===== src/rtl/tick_sched.sv =====
// tick_sched: shared-prescaler multi-channel tick scheduler with round-robin event delivery
module tick_sched #(
  parameter int F0 = 50_000_000,
  parameter int F1 = 1_000,
  parameter int N_CH = 4,
  parameter int PW = 16,
  localparam int CHW = $clog2(N_CH)
) (
  input  logic            clk,
  input  logic            rst_n,
  input  logic            cfg_valid,
  input  logic [CHW-1:0]  cfg_ch,
  input  logic [1:0]      cfg_op,
  input  logic [PW-1:0]   cfg_period,
  output logic            base_tick,
  output logic            evt_valid,
  output logic [CHW-1:0]  evt_ch,
  input  logic            evt_ready,
  output logic [N_CH-1:0] busy,
  output logic [N_CH-1:0] overrun
);
  localparam int PRESC = F0 / F1;
  localparam int CNTW = $clog2(PRESC);
  logic [CNTW-1:0] cnt_q, cnt_d;
  logic [N_CH-1:0] run_q, run_d, periodic_q, periodic_d, pend_q, pend_d, overrun_q, overrun_d;
  logic [N_CH-1:0][PW-1:0] rem_q, rem_d, period_q, period_d;
  logic [CHW-1:0] ptr_q, ptr_d, evt_ch_q, evt_ch_d, sel, cand;
  logic evt_valid_q, evt_valid_d, load, hit;
  assign base_tick = (cnt_q == CNTW'(PRESC - 1));
  assign evt_valid = evt_valid_q;
  assign evt_ch = evt_ch_q;
  assign busy = run_q;
  assign overrun = overrun_q;
  always_comb begin
    cnt_d = base_tick ? '0 : cnt_q + CNTW'(1);
    sel = ptr_q;
    cand = ptr_q;
    for (int k = N_CH - 1; k >= 0; k--) begin
      cand = (int'(ptr_q) + k >= N_CH) ? CHW'(int'(ptr_q) + k - N_CH) : CHW'(int'(ptr_q) + k);
      if (pend_q[cand]) sel = cand;
    end
    load = (!evt_valid_q || evt_ready) && |pend_q;
    evt_valid_d = load || (evt_valid_q && !evt_ready);
    evt_ch_d = load ? sel : evt_ch_q;
    ptr_d = load ? ((sel == CHW'(N_CH - 1)) ? '0 : sel + CHW'(1)) : ptr_q;
    run_d = run_q;
    periodic_d = periodic_q;
    rem_d = rem_q;
    period_d = period_q;
    overrun_d = overrun_q;
    pend_d = pend_q;
    hit = 1'b0;
    if (load) pend_d[sel] = 1'b0;
    for (int i = 0; i < N_CH; i++) begin
      hit = cfg_valid && (cfg_ch == CHW'(i));
      if (hit && cfg_op == 2'b00) begin
        run_d[i] = 1'b0;
        rem_d[i] = '0;
        pend_d[i] = 1'b0;
      end else if (hit && cfg_op != 2'b11 && cfg_period != '0) begin
        run_d[i] = 1'b1;
        periodic_d[i] = cfg_op[1];
        rem_d[i] = cfg_period;
        period_d[i] = cfg_period;
        overrun_d[i] = 1'b0;
      end else if (base_tick && run_q[i]) begin
        if (rem_q[i] == PW'(1)) begin
          pend_d[i] = 1'b1;
          if (pend_q[i] && !(load && sel == CHW'(i))) overrun_d[i] = 1'b1;
          run_d[i] = periodic_q[i];
          rem_d[i] = periodic_q[i] ? period_q[i] : '0;
        end else begin
          rem_d[i] = rem_q[i] - PW'(1);
        end
      end
    end
  end
  always_ff @(posedge clk or negedge rst_n) begin
    if (!rst_n) begin
      cnt_q <= '0;
      run_q <= '0;
      periodic_q <= '0;
      pend_q <= '0;
      overrun_q <= '0;
      rem_q <= '0;
      period_q <= '0;
      ptr_q <= '0;
      evt_ch_q <= '0;
      evt_valid_q <= 1'b0;
    end else begin
      cnt_q <= cnt_d;
      run_q <= run_d;
      periodic_q <= periodic_d;
      pend_q <= pend_d;
      overrun_q <= overrun_d;
      rem_q <= rem_d;
      period_q <= period_d;
      ptr_q <= ptr_d;
      evt_ch_q <= evt_ch_d;
      evt_valid_q <= evt_valid_d;
    end
  end
endmodule


===== config.mk =====
export PLATFORM = sky130hd
export DESIGN_NAME = tick_sched
export DESIGN_NICKNAME = d
export VERILOG_FILES = /design/src/rtl/tick_sched.sv
export SDC_FILE = /design/constraint.sdc
export NUM_CORES = 1
export LEC_CHECK = 0
export BUFFER_PORTS_ARGS = -buffer_cell sky130_fd_sc_hd__buf_2
export CAP_MARGIN = 10
export CORE_ASPECT_RATIO = 0.6
export CORE_UTILIZATION = 62
export CTS_BUF_LIST = sky130_fd_sc_hd__clkbuf_8
export CTS_CLUSTER_SIZE = 25
export DETAILED_ROUTE_END_ITERATION = 10
export PLACE_DENSITY = 0.85
export SETUP_SLACK_MARGIN = 0.02
export SYNTH_ARGS = -nofsm -noshare
export SYNTH_HDL_FRONTEND = slang
export SYNTH_SLANG_ARGS = --single-unit

===== constraint.sdc =====
create_clock -name clk -period 3.5 [get_ports clk]
set_clock_uncertainty 0.15 [all_clocks]
set_input_delay 0.525 -clock clk [delete_from_list [all_inputs] [get_ports clk]]
set_output_delay 0.525 -clock clk [all_outputs]
set_load 0.005 [all_outputs]

==> impl_metrics.csv, run 1 <==
group,metric,value,unit
clocking,h-tree-depth,4,
clocking,clkTransAtPathRegs,0.10,ns
clocking,cts.root.buffer_cell,"sky130_fd_sc_hd__clkbuf_8",
floorplanning,die_area,0.01547,mm^2
setup_path,cp_cell_sequence,"or4b_2 > nor4_4 > buf_4 > nand2_1 > nand2_2 > a21oi_1 > a31oi_1",
clocking,cts_buffers,17,
timing,timing.hold.ws,-0.02985,ns
synthesis,postSynthCellCount,1109,
drt,detailedRoute.firstPassIterationCount,6,
setup_path,ff2ff_path_depth,7,
timing,period_minus_slack,2.981,ns
drt,wl_per_cell,19.60,um
setup_path,critPathArrivalTime,3.22,ns
run_status,run_status,"finished, violations left",
synthesis,ys_ff_latch,165,
clocking,cts_tree,"built",
synthesis,ys_dominant_reg_cell,"sky130_fd_sc_hd__dfrtp_1",
grt,grt_first_pass_wirelength,43220,um
synthesis,synth.distinct_cells,75,
floorplanning,row_count,34,
synthesis,synth-edff-count,0,
timing,finalSetupViolCount,0,
drt,detailedRoute.firstIterationViolations,1318,
timing,post-route-period-util,0.8517,
placement,port_buffers,35,
synthesis,synth_seq_area_share,0.4451,
setup_path,critPathTopFamily,"simple AND/OR/NAND/NOR gates",
power,p_leak,4.631,nW
final_layout,layout-drive-gt1-share,0.1153,
clocking,post_cts.resized_instances,0,
clocking,clkLatencyLatePin,0.46,ns
clocking,clockBufferDepth,2,
grt,via_count_of_the_first_global_routing_pass,8244,
drt,detail_route.wirelength,26490,um
setup_path,critical_path.startpoint_type,"flip-flop",
setup_path,cp_slowest_stage_delay,0.71,ns
synthesis,syn_avg_cell_area,8.365,um^2
floorplanning,die_width,159.9,um
grt,grt_start_max_net_pins,91,
timing,achievable-frequency,335.5,MHz
timing,max_slew_margin,0.4262,
power,vdd_drop_max,0.2921,mV
setup_path,critical_path_peak_fanout,17,
clocking,clock_sinks,165,
min_path,hold_class,"in -> async",
setup_path,critPathRequiredTime,3.74,ns
grt,grt.overflow.total,0,
timing,setup_repair_after_global_routing_missed_its_margin,"false",
final_layout,fin_nets,1179,
drt,detail-route-antenna-nets,0,
placement,globalplace.congestion,0.9846,
timing,tightestPinTransition,0.8606,ns
placement,dpl.hpwl,18210,um
synthesis,netlist_area,0.009276,mm^2
drt,drt_drc_violations_left,0,
drt,dr_total_vias,8651,
timing,final.setup.tns,0,ns
floorplanning,pin_count,36,
clocking,postCtsSetupBuffers,0,
clocking,holdBufCountCts,0,
synthesis,ys.warnings.count,0,
floorplanning,die_h,96.75,um
setup_path,slowest_stage,"sky130_fd_sc_hd__or4b_2",
timing,final_hold_viol_count,17,
power,powerDensity,533.6,mW/mm^2
synthesis,synth_fp_nets,1146,
floorplanning,floorplan.core_area,0.01455,mm^2
setup_path,setup.worst_path.end_class,"flip-flop",
setup_path,timing_worst_setup_path_type,"reg -> reg",
floorplanning,floorplan.initialDensity,0.6376,
grt,antenna_found_initial,0,
drt,via_per_inst,6.399,
run,maximum_capacitance_violations,0,
setup_path,r2r-start,"cnt_q[11]",
final_layout,areaGrowthSynthToFinish,9.023,%
timing,timing.final.max_slew_violations,0,
setup_path,timing.rr.end,"rem_q[45]",
setup_path,crit_buf_inv,1,
final_layout,antennaDiodeCount,0,
setup_path,worst-r2r-setup-slack,0.52,ns
synthesis,asyncSetResetFlopFracSynth,1.000,
grt,grt.total_usage,0.3563,
run_status,violations,"hold timing",
[where the power goes]
part	leakage (nW)	internal [mW]	total, mW	switching, mW
Combinational	2.39	0.559	1.32	0.758
Clock	0.200	0.640	1.38	0.739
Sequential	2.04	2.28	2.70	0.421
Total	4.63	3.48	5.40	1.92
[Yosys cell counts (all sizes together), types with 14 or more instances]
cell type,n,share of area
clkbuf,34,0.014
buf,20,0.013
nand3,31,0.017
nand2,273,0.11
nor4,16,0.013
inv,25,0.010
xor2,33,0.031
o21ai,64,0.035
and3,22,0.015
a21oi,73,0.040
nor3,22,0.012
nor2,107,0.043
xnor2,14,0.013
dfrtp,165,0.45
a31oi,30,0.020
[how the worst max path moves through the flow]
| stage | startpoint | endpoint | slack [ns] | depth (start not counted) |
|---|---|---|---|---|
| floorplan | cfg_period[8] | rem_q[42] | 0.74 | 8 |
| global placement | cfg_period[0] | rem_q[12] | 0.50 | 8 |
| detailed placement | cfg_period[8] | rem_q[31] | 0.47 | 7 |
| CTS | cnt_q[11] | rem_q[45] | 0.51 | 7 |
| global route | cnt_q[11] | rem_q[45] | 0.32 | 7 |
| finish | cnt_q[11] | rem_q[45] | 0.52 | 7 |
[sequential cells by signal (all words and copies together) (netlist names)]
signal,cells
cnt_q,16
overrun,4
pend_q,4
periodic_q,4
evt_ch,2
busy,4
evt_valid,1
period_q,64
ptr_q,2
rem_q,64
[metrics by stage]
| stage | utilization | setup WS (ns) | power, mW | area [um^2] | std cells |
|---|---|---|---|---|---|
| after detailed placement | 0.6685 | 0.4696 | 3.994 | 9726 | 1321 |
| after CTS | 0.6951 | 0.5067 | 5.355 | 10110 | 1352 |
| final | 0.6951 | 0.5190 | 5.396 | 10110 | 1352 |
| after global routing | 0.6951 | 0.3191 | 5.689 | 10110 | 1352 |
| after global placement | 0.6685 | 0.5048 | 3.920 | 9726 | 1321 |
| after floorplan | - | 0.7384 | 3.538 | 9276 | 1109 |
[kinds of logic (layout without fill, tap and decap cells)]
| kind of cell | after synthesis | count (layout) | share of synthesized area |
|---|---|---|---|
| simple gates | 539 | 539 | 0.2667 |
| flops | 165 | 165 | 0.4451 |
| compound gates | 246 | 246 | 0.1670 |
| xor+xnor | 47 | 47 | 0.04438 |
| mux | 20 | 20 | 0.02252 |
| fa+ha+maj | 13 | 13 | 0.01753 |
| buf+inv | 79 | 124 | 0.03682 |
[area by class of cell]
cell class	instances	area [um^2]
Clock inverter	10	98.84
Inverter	25	93.84
Clock buffer	21	289.0
Tap cell	198	247.7
Timing Repair Buffer	68	441.7
Sequential cell	165	4129
Multi-Input combinational cell	865	4813
Fill cell	1192	4436
[routing by layer]
layer	routed length (um)	track usage
met5	0	0
met4	867	0.1319
met3	3076	0.09734
met2	11070	0.5099
met1	11480	0.5176
[layout by cell type (no fill, tap or decap), types with 9 or more instances in the layout]
cell and n:
sky130_fd_sc_hd__nand2_1 270, sky130_fd_sc_hd__dfrtp_1 165, sky130_fd_sc_hd__nor2_1 106, sky130_fd_sc_hd__a21oi_1 72
sky130_fd_sc_hd__o21ai_0 58, sky130_fd_sc_hd__buf_2 34, sky130_fd_sc_hd__xor2_1 33, sky130_fd_sc_hd__buf_4 32
sky130_fd_sc_hd__nand3_1 31, sky130_fd_sc_hd__a31oi_1 30, sky130_fd_sc_hd__inv_1 26, sky130_fd_sc_hd__nor3_1 21
sky130_fd_sc_hd__and3_1 21, sky130_fd_sc_hd__clkbuf_8 21, sky130_fd_sc_hd__nor4_1 14, sky130_fd_sc_hd__xnor2_1 14
sky130_fd_sc_hd__mux2i_1 13, sky130_fd_sc_hd__ha_1 13, sky130_fd_sc_hd__or4_1 10, sky130_fd_sc_hd__nand4_1 9
(Power assumes the default switching activity.)
==> run 2, diff against run 1 <==
- CORE_UTILIZATION: 62 -> 45
- CTS_CLUSTER_SIZE: 25 -> 14
- MAX_ROUTING_LAYER: not set -> met4
- PLACE_DENSITY: 0.85 -> 0.66
==> run 2 against run 1 <==
Effect of this change:
- the flow now finishes without violations
- global-route usage decreased by 8.0 points
- sequential share of layout area decreased by 0.87 points
- register-to-register slack about the same
- routed wire length increased by 3.9%
- critical path depth unchanged
==> impl_metrics.csv, run 2 (synthesis gave the netlist of run 1 again) <==
group,metric,value,unit
grt,via_count_of_the_first_global_routing_pass,7881,
drt,via_per_inst,5.836,
min_path,hold_class,"in -> reg",
clocking,clock_sinks,165,
clocking,cts_buffers,17,
final_layout,finalInstanceArea,0.01033,mm^2
timing,max_slew_margin,0.2378,
setup_path,cp_cell_sequence,"or4b_2 > nor4_4 > buf_4 > nand2_1 > nand2_2 > a21oi_1 > a31oi_1",
final_layout,filler_cell_count,1917,
floorplanning,floorplan.initialDensity,0.4611,
placement,dpl.hpwl,18920,um
final_layout,largest_registers_in_the_final_layout,"period_q (64), rem_q (64), cnt_q (16)",
timing,post-route-period-util,0.8559,
power,p_leak,4.694,nW
power,powerDensity,532.5,mW/mm^2
power,cellInternalPower,3.596,mW
timing,timing.final.max_slew_violations,0,
floorplanning,die_area,0.02121,mm^2
drt,detail_route.wirelength,27520,um
floorplanning,die_h,113.2,um
floorplanning,pin_count,36,
power,finalPower,5.502,mW
setup_path,slowest_stage,"sky130_fd_sc_hd__or4b_2",
placement,port_buffers,35,
power,clkPwrFrac,0.272,
run,maximum_capacitance_violations,0,
timing,tightestPinTransition,1.137,ns
setup_path,worst-r2r-setup-slack,0.50,ns
timing,final_hold_viol_count,0,
setup_path,setup.worst_path.end_class,"flip-flop",
grt,grt_start_max_net_pins,83,
timing,period_minus_slack,2.996,ns
placement,globalplace.congestion,0.9444,
power,sw_frac_of_total,0.3464,
final_layout,layout.cells.non_filler,1438,
setup_path,timing_worst_setup_path_type,"reg -> reg",
setup_path,critical_path_peak_fanout,17,
floorplanning,die_width,187.4,um
clocking,clkTransAtPathRegs,0.09,ns
setup_path,critical_path.startpoint_type,"flip-flop",
power,vdd_drop_max,0.2562,mV
final_layout,layout.cells.most_common,"sky130_fd_sc_hd__nand2_1",
drt,detailedRoute.firstPassIterationCount,6,
setup_path,critPathArrivalTime,3.26,ns
setup_path,critPathRequiredTime,3.76,ns
clocking,cts.root.buffer_cell,"sky130_fd_sc_hd__clkbuf_8",
grt,grt_first_pass_wirelength,43830,um
power,power.sequential.fraction,0.489,
timing,finalSetupViolCount,0,
final_layout,layout-drive-gt1-share,0.1219,
floorplanning,floorplan.core_area,0.02012,mm^2
placement,dp_cells,1407,
placement,detailed_place.area,0.009915,mm^2
timing,setup_repair_after_global_routing_missed_its_margin,"false",
timing,final.setup.tns,0,ns
clocking,h-tree-depth,4,
power,power_switching,1.906,mW
final_layout,fin_nets,1191,
grt,antenna_found_initial,0,
clocking,clkLatencyLatePin,0.49,ns
final_layout,antennaDiodeCount,0,
drt,detail-route-antenna-nets,0,
drt,wl_per_cell,19.13,um
drt,detailedRoute.firstIterationViolations,889,
timing,achievable-frequency,333.8,MHz
drt,dr_total_vias,8392,
clocking,cts_tree,"built",
run_status,run_status,"completed",
timing,fin_ws,0.5045,ns
grt,grt.overflow.total,0,
final_layout,layout.cells.most_common_list,"270 x sky130_fd_sc_hd__nand2_1, 165 x sky130_fd_sc_hd__dfrtp_1, 106 x sky130_fd_sc_hd__nor2_1",
floorplanning,row_count,40,
final_layout,areaGrowthSynthToFinish,11.38,%
drt,drt_drc_violations_left,0,
setup_path,cp_slowest_stage_delay,0.73,ns
power,power.combinational.fraction,0.239,
clocking,clockBufferDepth,2,
grt,grt.total_usage,0.2764,
placement,dpl_worst_slack,0.4174,ns
## run 2: per-layer routing
layer,GRT usage,wire length [um],vias to the layer above
li1,-,-,3962
met1,0.4045,13430,4055
met2,0.3670,11010,344
met3,0.07878,2669,31
met4,0.07268,402,0
met5,-,0,-
## run 2: final cells by class
class | instances | area, um^2 | share of cell area
clock inverters | 10 | 132.6 | 0.01284
repair buffers | 80 | 546.8 | 0.05292
clock buffers | 20 | 275.3 | 0.02664
well taps | 273 | 341.6 | 0.03306
inverters | 25 | 93.84 | 0.009082
multi-input cells | 865 | 4813 | 0.4659
flip-flops and latches | 165 | 4129 | 0.3996
## run 2: what timing repair did
action	4_1_cts	5_1_grt
hold buffers	1	0
setup buffers	0	0
hold endpoints to repair	79	0
resized for setup	0	0
## run 2: per-stage QoR
stage               hold WS, ns    util
detailed placement       0.3062  0.4928
finish                  0.08369  0.5136
global placement         0.3005  0.4928
floorplan               0.07941       -
global route            0.08436  0.5136
CTS                     0.06750  0.5136
## run 2: path summary, 6_finish.rpt
kind	startpoint	endpoint	cells past startpoint
max	cnt_q[10]	rem_q[45]	7
min	evt_ready	evt_valid	2
max reg2reg	cnt_q[10]	rem_q[45]	7
min reg2reg	period_q[56]	period_q[56]	2
max in group asynchronous	rst_n	cnt_q[5]	3
min in group asynchronous	rst_n	rem_q[22]	2
## run 2: power groups by stage
stage          registers [mW]  logic [mW]  clock network (mW)
2_1_floorplan            2.58       0.960                   0
3_3_place_gp             2.70        1.28                   0
3_5_place_dp             2.71        1.30                   0
4_1_cts                  2.67        1.31                1.51
5_1_grt                  2.74        1.50                1.58
6_report                 2.69        1.32                1.50
## run 2: worst max-delay path, delay by kind of cell, from the launching register on
family / cells / cell delay, ns
buffers and inverters: 1 / 0.24
AND/OR/NAND/NOR: 4 / 1.84
flip-flops: 1 / 0.41
AO/OA/AOI/OAI: 2 / 0.28
==> run 3, diff against run 2 <==
- CTS_BUF_LIST: sky130_fd_sc_hd__clkbuf_8 -> not set
==> run 3 against run 2 <==
Effect of this change:
- the flow now finishes with violations (hold timing)
- flip-flop and latch count unchanged
- cell area up 1.8%
- critical path depth unchanged
- maximum frequency down 0.52%
==> impl_metrics.csv, run 3 (synthesis gave the netlist of run 1 again) <==
group,metric,value,unit
run_status,run_status,"finished, violations left",
run_status,violations,"hold timing",
grt,grt.total_usage,0.2769,
setup_path,setup.worst_path.end_class,"flip-flop",
final_layout,antennaDiodeCount,0,
clocking,h-tree-depth,4,
placement,dp_cells,1407,
floorplanning,die_h,113.2,um
clocking,clkTransAtPathRegs,0.07,ns
clocking,clockBufferDepth,2,
timing,max_slew_margin,0.2551,
placement,globalplace.congestion,0.9444,
clocking,cts_tree,"built",
timing,fin_ws,0.4887,ns
setup_path,critPathRequiredTime,3.71,ns
final_layout,layout-drive-gt1-share,0.1220,
timing,setup_repair_after_global_routing_missed_its_margin,"false",
clocking,clock_sinks,165,
timing,final_hold_viol_count,2,
final_layout,layout.cells.non_filler,1437,
timing,achievable-frequency,332.1,MHz
setup_path,timing_worst_setup_path_type,"reg -> reg",
clocking,cts.root.buffer_cell,"sky130_fd_sc_hd__clkbuf_16",
setup_path,critical_path_peak_fanout,17,
timing,final.setup.tns,0,ns
setup_path,critical_path.startpoint_type,"flip-flop",
floorplanning,row_count,40,
grt,globalRouteMet3Util,0.07475,
timing,timing.final.max_slew_violations,0,
drt,dr_total_vias,8469,
drt,wl_per_cell,19.22,um
timing,tightestPinTransition,1.111,ns
grt,gr-usage-met1,0.4077,
placement,dpl.hpwl,18920,um
setup_path,cp_cell_sequence,"or4b_2 > nor4_4 > buf_4 > nand2_1 > nand2_2 > a21oi_1 > a31oi_1",
drt,detailedRoute.firstIterationViolations,878,
clocking,postCtsSetupBuffers,0,
final_layout,fin_nets,1190,
timing,period_minus_slack,3.011,ns
clocking,post_cts.resized_instances,0,
grt,antenna_found_initial,0,
drt,detail_route.wirelength,27620,um
run,maximum_capacitance_violations,0,
grt,via_count_of_the_first_global_routing_pass,7852,
grt,gr-max-usage-layer,"met1",
floorplanning,die_width,187.4,um
power,powerDensity,568.7,mW/mm^2
setup_path,slowest_stage,"sky130_fd_sc_hd__or4b_2",
grt,grt_start_max_net_pins,83,
clocking,holdBufCountCts,0,
drt,detailedRoute.firstPassIterationCount,5,
placement,port_buffers,35,
placement,dpl_worst_slack,0.4174,ns
drt,detail-route-antenna-nets,0,
final_layout,areaGrowthSynthToFinish,13.34,%
final_layout,filler_cell_count,1902,
timing,post-route-period-util,0.8604,
floorplanning,floorplan.core_area,0.02012,mm^2
timing,timing.hold.ws,-0.003279,ns
floorplanning,pin_count,36,
power,vdd_drop_max,0.3659,mV
setup_path,critPathArrivalTime,3.23,ns
grt,met2_usage,0.3693,
setup_path,cp_slowest_stage_delay,0.73,ns
clocking,cts_buffers,17,
grt,grt_first_pass_wirelength,43860,um
final_layout,layout.cells.most_common_list,"270 x sky130_fd_sc_hd__nand2_1, 165 x sky130_fd_sc_hd__dfrtp_1, 106 x sky130_fd_sc_hd__nor2_1",
min_path,hold_class,"in -> async",
clocking,clkLatencyLatePin,0.44,ns
power,p_leak,4.769,nW
final_layout,largest_registers_in_the_final_layout,"period_q (64), rem_q (64), cnt_q (16)",
final_layout,layout.cells.most_common,"sky130_fd_sc_hd__nand2_1",
drt,via_per_inst,5.894,
floorplanning,die_area,0.02121,mm^2
power,finalPower,5.979,mW
timing,finalSetupViolCount,0,
floorplanning,floorplan.initialDensity,0.4611,
drt,drt_drc_violations_left,0,
grt,grt.overflow.total,0,
-- run 3: changes by cell type in the layout (fill, tap and decap cells not counted), sizes merged --
cell         before  now
dlygate4sd3       1    0
clkbuf           20   22
inv              27   25
-- run 3: stage by stage --
| stage | utilization | hold WS [ns] | cell area, um^2 |
|---|---|---|---|
| after floorplan | - | 0.07941 | 9276 |
| after global placement | 0.4928 | 0.3005 | 9915 |
| after detailed placement | 0.4928 | 0.3062 | 9915 |
| after CTS | 0.5226 | 0.02378 | 10510 |
| after global routing | 0.5226 | 0.05023 | 10510 |
| final | 0.5226 | -0.003279 | 10510 |
-- run 3: final cells by class --
type | count | area (um^2) | area share
tap | 273 | 341.6 | 0.03249
clock inverter | 8 | 125.1 | 0.01190
multi-input combinational | 865 | 4813 | 0.4578
timing repair buffer | 79 | 536.8 | 0.05105
clock buffer | 22 | 474.2 | 0.04510
inverter | 25 | 93.84 | 0.008925
sequential | 165 | 4129 | 0.3927
-- run 3: worst paths after layout --
path / start / slack [ns] / cells after the start / to
min reg2reg: period_q[56] / 0.32 / 2 / period_q[56]
min: rst_n / -0.003 / 1 / rem_q[22]
max: cnt_q[10] / 0.49 / 7 / rem_q[45]
max in group asynchronous: rst_n / 2.29 / 2 / rem_q[6]
min in group clk: evt_ready / 0.13 / 2 / evt_valid
max reg2reg: cnt_q[10] / 0.49 / 7 / rem_q[45]
-- run 3: worst max-delay path, delay by kind of cell, from the launching register on --
family	cells	cell delay (ns)
AND/OR/NAND/NOR	4	1.86
flip-flops	1	0.40
AO/OA/AOI/OAI	2	0.28
buffers and inverters	1	0.24
-- run 3: report_power, final --
part / switching (mW) / total (mW) / leakage [nW] / internal (mW)
clock network: 0.796 / 1.97 / 0.280 / 1.17
registers: 0.409 / 2.69 / 2.04 / 2.28
logic: 0.752 / 1.32 / 2.45 / 0.568
-- run 3: routing by layer --
| metal | vias to the layer above | part of all wire |
|---|---|---|
| met5 | - | 0 |
| met4 | 0 | 0.013 |
| met3 | 29 | 0.094 |
| met2 | 351 | 0.40 |
| met1 | 4124 | 0.49 |
| li1 | 3965 | - |
